--- src/rtl/clk_div_pkg.sv ---
// Shared constants for the clk_div controller, counter and their benches.
// State encoding and default ratio live here.
package clk_div_pkg;

  localparam int          WIDTH_DEF        = 16;
  localparam logic [15:0] DEFAULT_HALF_DEF = 16'd500;

  localparam logic [1:0] STOP = 2'd0;
  localparam logic [1:0] RUN  = 2'd1;
  localparam logic [1:0] PEND = 2'd2;

endpackage

--- src/rtl/clk_div_ctrl.sv ---
// Sequencer for the shared counter + clock divider; glitch-free clk_out.
// Optional tick counter output under CLK_DIV_CTRL_TICK_CNT_EN.
module clk_div_ctrl
  import clk_div_pkg::*;
#(
  parameter int              WIDTH        = WIDTH_DEF,
  parameter logic [WIDTH-1:0] DEFAULT_HALF = WIDTH'(DEFAULT_HALF_DEF)
) (
  input  logic             clk,
  input  logic             rst,
  input  logic             en,
  input  logic [WIDTH-1:0] cnt,
  output logic             cnt_clr,
  input  logic             cfg_valid,
  input  logic [WIDTH-1:0] cfg_half,
  output logic             cfg_ready,
  output logic             cfg_done,
  output logic             cfg_err,
  output logic             clk_out,
  output logic             tick,
  output logic             busy
`ifdef CLK_DIV_CTRL_TICK_CNT_EN
  ,
  output logic [15:0]      tick_cnt
`endif
);

  logic [1:0]       state_q, state_d;
  logic             clk_out_q, clk_out_d;
  logic             tick_q, tick_d;
  logic             done_q, done_d;
  logic             err_q, err_d;
  logic [WIDTH-1:0] active_q, active_d;
  logic [WIDTH-1:0] shadow_q, shadow_d;

  logic boundary;
  logic hs;
  logic hs_ok;
  logic hs_bad;
  logic zero_half;

  // >= rather than == so a shrunk ratio can never overrun
  assign boundary  = (cnt >= active_q - WIDTH'(1));
  assign busy      = (state_q != STOP);
  assign cfg_ready = (state_q == STOP) | (state_q == RUN);
  assign cnt_clr   = rst | (state_q == STOP)
                   | (boundary & (state_q != STOP));

  assign zero_half = (cfg_half == '0);
  assign hs        = cfg_valid & cfg_ready;
  assign hs_ok     = hs & ~zero_half;
  assign hs_bad    = hs & zero_half;

  assign clk_out  = clk_out_q;
  assign tick     = tick_q;
  assign cfg_done = done_q;
  assign cfg_err  = err_q;

  always_comb begin
    state_d   = state_q;
    clk_out_d = clk_out_q;
    tick_d    = 1'b0;
    done_d    = 1'b0;
    err_d     = hs_bad;
    active_d  = active_q;
    shadow_d  = shadow_q;
    unique case (state_q)
      STOP: begin
        clk_out_d = 1'b0;
        if (hs_ok) begin
          active_d = cfg_half;
          done_d   = 1'b1;
        end
        if (en) state_d = RUN;
      end
      RUN, PEND: begin
        if (boundary && !en) begin
          // park low; any staged ratio lands before stopping
          clk_out_d = 1'b0;
          state_d   = STOP;
          if (state_q == PEND) begin
            active_d = shadow_q;
            done_d   = 1'b1;
          end else if (hs_ok) begin
            active_d = cfg_half;
            done_d   = 1'b1;
          end
        end else if (boundary) begin
          clk_out_d = ~clk_out_q;
          tick_d    = ~clk_out_q;
          state_d   = RUN;
          if (state_q == PEND) begin
            active_d = shadow_q;
            done_d   = 1'b1;
          end
          if (hs_ok) begin
            shadow_d = cfg_half;
            state_d  = PEND;
          end
        end else if (hs_ok) begin
          shadow_d = cfg_half;
          state_d  = PEND;
        end
      end
      default: begin
        state_d   = STOP;
        clk_out_d = 1'b0;
      end
    endcase
  end

  always_ff @(posedge clk) begin
    if (rst) begin
      state_q   <= STOP;
      clk_out_q <= 1'b0;
      tick_q    <= 1'b0;
      done_q    <= 1'b0;
      err_q     <= 1'b0;
      active_q  <= DEFAULT_HALF;
      shadow_q  <= DEFAULT_HALF;
    end else begin
      state_q   <= state_d;
      clk_out_q <= clk_out_d;
      tick_q    <= tick_d;
      done_q    <= done_d;
      err_q     <= err_d;
      active_q  <= active_d;
      shadow_q  <= shadow_d;
    end
  end

`ifdef CLK_DIV_CTRL_TICK_CNT_EN
  logic [15:0] tick_cnt_q, tick_cnt_d;

  always_comb begin
    tick_cnt_d = tick_cnt_q;
    if (done_d)
      tick_cnt_d = '0;
    else if (tick_d && tick_cnt_q != 16'hFFFF)
      tick_cnt_d = tick_cnt_q + 16'd1;
  end

  always_ff @(posedge clk) begin
    if (rst) tick_cnt_q <= '0;
    else     tick_cnt_q <= tick_cnt_d;
  end

  assign tick_cnt = tick_cnt_q;
`endif

endmodule

--- config.mk ---
export PLATFORM = sky130hd
export DESIGN_NAME = clk_div_ctrl
export DESIGN_NICKNAME = d
export VERILOG_FILES = /design/src/rtl/clk_div_pkg.sv /design/src/rtl/clk_div_ctrl.sv
export SDC_FILE = /design/constraint.sdc
export NUM_CORES = 1
export LEC_CHECK = 0
export CAP_MARGIN = 20
export CORE_ASPECT_RATIO = 1.4
export CORE_MARGIN = 2
export CORE_UTILIZATION = 50
export CTS_BUF_LIST = sky130_fd_sc_hd__clkbuf_8
export DETAILED_ROUTE_END_ITERATION = 7
export PLACE_DENSITY_LB_ADDON = 0.25
export SYNTH_ARGS = -nofsm -noshare
export SYNTH_HDL_FRONTEND = slang
export SYNTH_SLANG_ARGS = --single-unit
export TNS_END_PERCENT = 100
--- constraint.sdc ---
create_clock -name clk -period 3.7 [get_ports clk]
set_clock_uncertainty 0.1 [all_clocks]
set_input_delay 0.37 -clock clk [delete_from_list [all_inputs] [get_ports clk]]
set_output_delay 0.37 -clock clk [all_outputs]
set_load 0.05 [all_outputs]
==> key figures <==
Outcome
  • Result of the run: complete, but fails checks
  • Violations in the final reports: setup timing

Floorplan
  • Effective utilization at floorplan: 51.43%
  • Core area: a little under 0.005 mm2
  • Die X: 63.42 um
  • Floorplan die area: 0.005529 mm2
  • Row cnt: 30
  • Vertical die dimension: 87.18 um
  • Number of top-level design ports: 43

Pwr
  • Combinational fraction of design power: 41.6%
  • Leakage component of the power: roughly 1.3 nW
  • Pwr dens: 400.2 mW/mm2
  • Design internal power: 0.8875 mW
  • Sw Ratio: 34.01%
  • Flop pwr share: 37.1%
  • Clock network fraction of total power: 21.3%
  • Worst vdd rail ir drop: 0.2661 mV
  • Total Power: 1.345 mW
  • Switch Pwr: approximately 0.46 mW

CTS
  • Number of levels the H-tree was split into: 2
  • Maximum root-to-sink buffer count: 2
  • Clock root buffer: sky130_fd_sc_hd__clkbuf_8
  • Register clock-pin slew on the reported worst setup and hold paths: roughly 0.070 ns
  • Clk Latency, worst-skew pair: 0.29 ns
  • Cts bufs inserted: 5
  • TritonCTS sink count: 38
  • Clock tree from TritonCTS: done

Routing
  • Number of remaining DRC errors: 0
  • Detailed-route wire length: 5660 um
  • Avg WL per Cell: 14.48 um
  • Detailed router's first-iteration violation count: 43
  • Vias after detailed routing: 2125
  • Via density per instance: 5.435
  • Number of iterations in the first detailed-routing pass: 4
  • Count of nets left with antenna violations after detail routing: 0

GRT
  • Wire length of the first global-routing pass: around 9000 um
  • Maximum number of pins on one net before global-route repair: 40
  • Vias in the first global route: 2027
  • Antenna violations before repair: 0
  • Sum of overflow across all layers after global routing: 0
  • All-Layer GR Usage: 20.48%

Worst setup path
  • CP max stage cell: sky130_fd_sc_hd__or4_4
  • Critical path class: reg2out
  • Endpoint kind of the worst setup timing path: output port
  • R2r worst-path depth: 18
  • WP data required: approximately 3.2 ns
  • List of cells traversed by the critical path: or4_4 -> nor2_4 -> nand2_2 -> nor3_4 -> nand2b_4 -> nor4_4 -> xnor2_1 -> ha_1 -> nand4_1 -> nor3_2 -> nor4_2 -> nand3_2 -> or3_4 -> buf_6
  • Critical Path Fanout Max: 3
  • Minimum setup slack among reg-to-reg paths: -0.07 ns
  • Data arrival time of the critical path: 3.41 ns
  • Critical path's largest stage delay: 0.55 ns
  • Kind of start point of the critical path: flop

Logic synthesis
  • Synth Instances: 265
  • Netlist cell types: 45
  • Area share of the largest cell type after synthesis: approximately 31%
  • Syn. warnings: 0
  • Fraction of the yosys area taken by sequential cells: around 31%
  • Netlist Area Pre-Place: 0.002471 mm2
  • Share of async-settable or async-resettable flops after synthesis: 0%
  • Average cell area after synthesis: 9.325 um2
  • Ys flop type: sky130_fd_sc_hd__dfxtp_1
  • Cell type with the highest aggregate area in the netlist: sky130_fd_sc_hd__dfxtp_1
  • Post-Syn Nets: around 320
  • Total of flip-flops plus latches after synthesis: 38
  • Number of enable flip-flop cells after synthesis: 0
  • Biggest area contributors in the synthesized netlist: sky130_fd_sc_hd__dfxtp_1 31%, sky130_fd_sc_hd__mux2i_1 11%, sky130_fd_sc_hd__ha_1 11%, sky130_fd_sc_hd__nor2_1 5.8%, sky130_fd_sc_hd__a211oi_2 5.1%

STA
  • Endpoints failing setup: 13
  • Max Transition Viols Final: 0
  • Final period util: 104.8%
  • Setup repair after global routing missed its margin: yes
  • Hold Fails Final Rpt: 0
  • Fmax: between 0.2 and 0.3 GHz
  • Post-route setup slack: -0.1771 ns
  • Final-layout setup total negative slack: -0.6282 ns
  • Worst Max-Slew Pin Slew: about 0.75 ns
  • Worst-case headroom to the max-slew limit: around 50%
  • Minimum period implied by the final worst setup slack: between 3 and 4 ns

Place
  • Final weighted congestion in routability-driven placement: 0.7449
  • Port bufs: 42
  • Cell area after placement: 0.003014 mm2
  • HPWL Detailed: 4037 um

Finish
  • Sequential standard cell area: 760.7 um2
  • Synth-to-Final Area Change: 36.00%
  • Layout cell share with drive strength beyond 1: 22.63%
  • Most common library cell in the layout ignoring fill and taps: sky130_fd_sc_hd__clkdlybuf4s50_1
  • Nets: 383
  • Area of the multi-input gates: 0.001684 mm2
  • Final core utilization: 69.95%
  • Most frequent cells in the layout: 41 x sky130_fd_sc_hd__clkdlybuf4s50_1, 38 x sky130_fd_sc_hd__dfxtp_1, 37 x sky130_fd_sc_hd__nor2_1
  • Count of fill cells added during filler insertion: 394
  • # diodes: 0
  • Final Instance Area: 0.003361 mm2

Worst hold path
  • Classification of the worst-slack hold path: reg2reg
  • Hold path cells: 1

Flow run
  • Total of max-cap violations: 0
## power by group through the flow
stage | logic (mW) | registers [mW] | clock network [mW]
3_5_place_dp | 0.477 | 0.499 | 0
3_3_place_gp | 0.468 | 0.497 | 0
2_1_floorplan | 0.342 | 0.503 | 0
5_1_grt | 0.608 | 0.506 | 0.312
4_1_cts | 0.511 | 0.494 | 0.290
6_report | 0.559 | 0.499 | 0.287
## logic make-up after synthesis
group	share of synthesized area, %
and+or+nand+nor	19.34
AOI/OAI and AO/OA	16.71
DFF	30.78
buffers and inverters	6.987
muxes	10.94
adders and majority gates	10.63
xor gates and xnor gates	4.608
## sequential cells by signal, summed over array words and instances (netlist names)
| register | flops |
|---|---|
| active_q | 16 |
| cfg_done | 1 |
| cfg_err | 1 |
| clk_out | 1 |
| shadow_q | 16 |
| state_q | 2 |
| tick | 1 |
## worst paths after layout
path                from          end
min reg2reg      clk_out         tick
max          active_q[2]      cnt_clr
min              clk_out         tick
max reg2reg  active_q[2]  active_q[6]
## cell usage after synthesis (6+ instances only)
| master | number |
|---|---|
| sky130_fd_sc_hd__nor2_1 | 38 |
| sky130_fd_sc_hd__a211oi_2 | 10 |
| sky130_fd_sc_hd__a211o_1 | 6 |
| sky130_fd_sc_hd__a21oi_1 | 7 |
| sky130_fd_sc_hd__nand2_1 | 19 |
| sky130_fd_sc_hd__inv_1 | 14 |
| sky130_fd_sc_hd__mux2i_1 | 27 |
| sky130_fd_sc_hd__a221o_1 | 6 |
| sky130_fd_sc_hd__xnor2_1 | 8 |
| sky130_fd_sc_hd__dfxtp_1 | 38 |
| sky130_fd_sc_hd__ha_1 | 21 |
| sky130_fd_sc_hd__nor4_1 | 6 |
## final cells by class
class / count / area share [%]
flip-flops and latches: 38 / 22.64
clock inverters: 2 / 0.2606
multi-input cells: 200 / 50.11
well taps: 64 / 2.383
repair buffers: 67 / 20.59
inverters: 14 / 1.564
clock buffers: 6 / 2.457
## critical path, delay by kind of cell, from the launching register on
kind	cells	cell delay [ns]
XOR/XNOR	1	0.15
flip-flops	1	0.31
buffers and inverters	1	0.16
AND/OR/NAND/NOR	11	2.24
adder cells (fa/ha/maj)	1	0.26
## stage by stage
step           setup slack [ns]  instances  hold WS, ns
6_report                -0.1771        391       0.3906
3_3_place_gp          -0.002534        375       0.3717
4_1_cts                -0.09584        388       0.4004
5_1_grt                 -0.3500        391       0.4221
2_1_floorplan           0.07065        265       0.3601
3_5_place_dp           -0.05915        375       0.3785
## layer usage
metal | share of wire [%] | up-vias | global-route usage (%)
met5 | 0 | - | 0
met4 | 2.1 | 0 | 8.300
met3 | 4.4 | 12 | 4.657
met2 | 53 | 54 | 38.09
met1 | 40 | 987 | 22.19
li1 | - | 1072 | -
## timing repair
action | in CTS | in global routing
pin swaps | 6 | 2
hold buffers | 0 | 0
setup endpoints to repair | 10 | 38
buffers inserted | 5 | 3
gates cloned | 0 | 1
gates resized for setup | 15 | 25
Power figures use the tool's default switching activity.
